--- config.mk ---
export PLATFORM = sky130hd
export DESIGN_NAME = count_seq_monitor
export DESIGN_NICKNAME = d
export VERILOG_FILES = /design/src/rtl/count_seq_monitor.sv
export SDC_FILE = /design/constraint.sdc
export NUM_CORES = 1
export LEC_CHECK = 0
export BUFFER_PORTS_ARGS = -buffer_cell sky130_fd_sc_hd__buf_2
export CORE_MARGIN = 2
export CORE_UTILIZATION = 49
export DETAILED_ROUTE_END_ITERATION = 10
export PLACE_DENSITY = 0.77
export SETUP_SLACK_MARGIN = 0.5
export SLEW_MARGIN = 20
export SYNTH_ARGS = -nofsm -noshare
export SYNTH_HDL_FRONTEND = slang
export SYNTH_SLANG_ARGS = --single-unit
export TNS_END_PERCENT = 100
--- constraint.sdc ---
create_clock -name clk -period 2.2 [get_ports clk]
set_clock_uncertainty 0.1 [all_clocks]
set_input_delay 0.55 -clock clk [delete_from_list [all_inputs] [get_ports clk]]
set_output_delay 0.55 -clock clk [all_outputs]
set_load 0.005 [all_outputs]
--- src/rtl/count_seq_monitor.sv ---
// count_seq_monitor
//   Watches the count bus of an upstream mod-MOD counter. Acquires the
//   sequence 0..MOD-1, locks after LOCK_LEN consecutive correct samples,
//   then reports wraps and flags the first sequence break as a sticky fault.
//
// Ports
//   clk       in   rising-edge clock
//   rst       in   synchronous reset, active high (overrides everything)
//   en        in   sample qualifier; count is only looked at when en=1
//   count     in   [CW-1:0] value from the upstream counter
//   err_clr   in   leaves FAULT (en not required); ignored in other states
//   locked    out  1 while locked onto the sequence
//   wrap_tick out  one-cycle pulse on each legal (MOD-1)->0 step while locked
//   wrap_cnt  out  [WRAP_W-1:0] wraps seen while locked, modulo 2^WRAP_W
//   err       out  1 while in FAULT
//   err_cnt   out  [ERR_W-1:0] faults detected, saturating
module count_seq_monitor #(
    parameter int MOD      = 5,
    parameter int CW       = 3,
    parameter int LOCK_LEN = 4,
    parameter int WRAP_W   = 8,
    parameter int ERR_W    = 4
) (
    input  logic              clk,
    input  logic              rst,
    input  logic              en,
    input  logic [CW-1:0]     count,
    input  logic              err_clr,
    output logic              locked,
    output logic              wrap_tick,
    output logic [WRAP_W-1:0] wrap_cnt,
    output logic              err,
    output logic [ERR_W-1:0]  err_cnt
);

    localparam int RW = $clog2(LOCK_LEN + 1);
    localparam logic [RW-1:0]    LOCK_RUN = RW'(LOCK_LEN);
    localparam logic [ERR_W-1:0] ERR_MAX  = '1;

    typedef enum logic [1:0] {ACQ, TRACK, LOCKED, FAULT} state_t;

    state_t        state;
    logic [CW-1:0] prev;
    logic [RW-1:0] run;

    logic [CW-1:0] exp_val;
    logic          legal;
    logic          hit;

    assign exp_val = (prev == CW'(MOD - 1)) ? '0 : prev + 1'b1;
    // one extra bit so a MOD of 2^CW does not truncate to zero
    assign legal   = ({1'b0, count} < (CW + 1)'(MOD));
    assign hit     = legal && (count == exp_val);

    always_ff @(posedge clk) begin
        if (rst) begin
            state     <= ACQ;
            prev      <= '0;
            run       <= '0;
            locked    <= 1'b0;
            wrap_tick <= 1'b0;
            wrap_cnt  <= '0;
            err       <= 1'b0;
            err_cnt   <= '0;
        end else begin
            wrap_tick <= 1'b0;
            case (state)
                ACQ: begin
                    // illegal values are simply skipped while acquiring
                    if (en && legal) begin
                        prev <= count;
                        run  <= RW'(1);
                        if (LOCK_LEN == 1) begin
                            state  <= LOCKED;
                            locked <= 1'b1;
                        end else begin
                            state <= TRACK;
                        end
                    end
                end
                TRACK: begin
                    if (en) begin
                        if (hit) begin
                            prev <= count;
                            if (run == LOCK_RUN - 1'b1) begin
                                run    <= LOCK_RUN;
                                state  <= LOCKED;
                                locked <= 1'b1;
                            end else begin
                                run <= run + 1'b1;
                            end
                        end else if (legal) begin
                            // a legal break restarts the streak from this sample
                            prev <= count;
                            run  <= RW'(1);
                        end else begin
                            state <= ACQ;
                            run   <= '0;
                        end
                    end
                end
                LOCKED: begin
                    if (en) begin
                        if (hit) begin
                            prev <= count;
                            // hit with count 0 can only follow prev==MOD-1
                            if (count == '0) begin
                                wrap_tick <= 1'b1;
                                wrap_cnt  <= wrap_cnt + 1'b1;
                            end
                        end else begin
                            // takes priority over a same-cycle err_clr
                            state  <= FAULT;
                            locked <= 1'b0;
                            err    <= 1'b1;
                            if (err_cnt != ERR_MAX) err_cnt <= err_cnt + 1'b1;
                        end
                    end
                end
                FAULT: begin
                    if (err_clr) begin
                        state <= ACQ;
                        err   <= 1'b0;
                        run   <= '0;
                    end
                end
                default: begin
                    state  <= ACQ;
                    locked <= 1'b0;
                    err    <= 1'b0;
                    run    <= '0;
                end
            endcase
        end
    end

endmodule

==> impl_results.md <==
* Worst-path clk slew at 130 ps
* Syn avg cell area at between 8 and 9 µm²
* Total gr overflow at 0
* Delay-heaviest family, CP: simple AND/OR/NAND/NOR gates
* Pwr/cell area at 469 nW/µm²
* Cells after Synth at 148
* CTS H-tree depth at 1
* Post-DRT Antenna Nets at 0
* Core Rows at 18
* Max Freq at around 0.47 GHz
* Number of antenna violations at the first check in global routing at 0
* Top FF cell, synth: dfxtp_1
* Post-route non-filler standard cell count at 216
* Max-cap violations at 0
* Detail-routed via count per cell at 5.72
* Largest net degree at the start of global routing at 25
* Root buf cell: clkbuf_4
* Most frequent cells in the layout: buf_2, dfxtp_1, nor2_1
* Slew margin rel. at 0.685
* Synth Cell Area at between 1000 and 1500 µm²
* Layout cell share with drive strength beyond 1 at 0.398
* Die width at 55.0 µm
* Pleak at approximately 0.72 nW
* TritonCTS Sinks at 23
* Max stage delay on crit path at roughly 540 ps
* Layout Nets at 200
* Worst-path fanout max at 4
* Ant. Diodes at 0
* 1st-pass router iterations at 4
* Mapped Nets at 161
* CP Data Arrival Time at approximately 2300 ps
* # DRC at 0
* Bufs and invs on worst path at 1
* First-pass GRT wire length at roughly 4.3 mm
* # fillers at 210
* Post-synthesis sequential area ratio at 0.361
* Req. time, crit path at between 2000 and 2500 ps
* Routability-driven placement congestion ratio at roughly 0.88
* Average wire per standard cell at around 14 µm
* Worst-Margin Slew at roughly 470 ps
* Inst Count DP at just over 200
* Placed cell area at approximately 1500 µm²
* VDD IR max at between 0.4 and 0.5 mV
* Initial core utilization at 0.515
* DR iter-0 viols at 37
* CP max-delay cell: or4_4
* Hold WC Path Type: input pin to register
* Drt total wl at between 3 and 4 mm
* Synthesis-stage register bit count at 23
* Vias in the first global route at 1059
* Total track usage at 0.201
* Crit path launch type: register
* P&R area growth vs syn at 33.3%
* Most common cell after layout, fill and taps aside: buf_2
* Total power at approximately 800 µW
* CTS tree: done
* Critical path depth at 7
* Setup CP Type: register to register
* Hold depth at 2
* CTS buffer count at 3
* Ys async rst share at 0
* Buffers on Ports at 21
* I/O pins at 22
* DP HPWL at 2.05 mm
* Worst Reg-to-Reg Cells at 7
* Final Cell Area at roughly 1700 µm²
* Final setup fails at 0
* Fin. max-slew vios at 0
* Core Region at ~2500 µm²
* Clk buf depth at 2
* EDFF count, synth at 0
* Setup TNS at 0 ps
* Die Height at 55.0 µm
* Setup crit end kind: register
* Ys Warns at 0
* RSZ-0062 raised after global routing: true
* Vias at between 1000 and 1500
* Part of the cycle the worst path needs at 0.970
* Final hold violations at 0
* Status: finished, final reports clean
* Clock Latency Late Sink at approximately 320 ps
* CP Cell Sequence: inv_4 > ha_4 > a21o_4 > a221oi_4 > nand3_2 > or4_4 > a21oi_2
* Netlist cell types at 43
* Post-layout minimum cycle time at 2130 ps
* Die area at approximately 3000 µm²
layer usage:
layer,vias up,routed length (µm),GRT usage,part of all wire
li1,612,-,-,-
met1,594,1280,0.235,0.42
met2,25,1580,0.361,0.52
met3,5,105,0.0242,0.035
met4,0,48,0.0976,0.016
met5,-,0,0,0
kinds of logic (layout without fill, tap and decap cells):
group	after synthesis	count (layout)	share of synthesized area
flops	23	23	0.361
xor+xnor	3	3	0.0206
compound gates	38	38	0.225
fa+ha+maj	6	6	0.0589
mux	5	5	0.0402
simple gates	57	57	0.233
buf+inv	16	54	0.0618
Yosys cell counts, drive strengths merged, types with 2 or more instances:
library cell,instances,area share
ha,6,0.059
a221oi,2,0.027
inv,9,0.026
mux2i,4,0.031
and3,3,0.015
nor2b,3,0.015
nand3b,2,0.012
clkbuf,3,0.0098
dfxtp,23,0.36
nand2,8,0.024
o21ai,9,0.035
a21oi,11,0.043
nor2,18,0.053
nand3,8,0.035
nand2b,2,0.0098
a31oi,4,0.020
or3,6,0.029
buf,4,0.026
xor2,3,0.021
sequential cells by signal, indices dropped and copies added, names as in the netlist, named ones only:
name / cells
wrap_tick: 1
state: 1
err_cnt: 4
prev: 3
err: 1
wrap_cnt: 8
locked: 1
run: 3
worst paths after layout:
| kind | from | endpoint | slack (ps) |
|---|---|---|---|
| worst max-delay path | prev[0] | run[1] | 70 |
| worst min-delay path | err_clr | err | 350 |
| worst max register to register | prev[0] | run[1] | 70 |
| worst min register to register | run[0] | run[0] | 410 |
per-stage QoR:
stage	hold WS, ps	util	setup WS, ps
floorplan	332	-	114
global placement	343	0.608	8.39
detailed placement	354	0.608	-74.4
CTS	350	0.637	95.8
global route	367	0.686	-62.8
finish	348	0.686	65.2
report_power, final:
group | leakage (nW) | internal (mW) | switching (mW) | total, mW
clock | 0.0177 | 0.0683 | 0.136 | 0.204
combinational | 0.517 | 0.0782 | 0.0780 | 0.156
sequential | 0.188 | 0.424 | 0.0123 | 0.436
what timing repair did:
| action | CTS | global route |
|---|---|---|
| hold buffers | 0 | 0 |
| buffers inserted | 4 | 4 |
| pin swaps | 11 | 5 |
| resized for setup | 4 | 26 |
| setup endpoints to repair | 23 | 23 |
| cloned | 0 | 0 |
cell type report:
class | count | area (µm²) | share of cell area
repair buffers | 41 | 278 | 0.163
well taps | 30 | 37.5 | 0.0221
inverters | 9 | 36.3 | 0.0214
multi-input cells | 109 | 851 | 0.501
clock inverters | 1 | 5.00 | 0.00295
flip-flops and latches | 23 | 469 | 0.276
clock buffers | 3 | 22.5 | 0.0133
worst reg2reg max path, delay by kind of cell, from the launching register on:
family | cells | cell delay, ps
AO/OA/AOI/OAI | 3 | 690
AND/OR/NAND/NOR | 2 | 690
flip-flops | 1 | 400
adder cells (fa/ha/maj) | 1 | 160
buffers and inverters | 1 | 40
(Power assumes the default switching activity.)
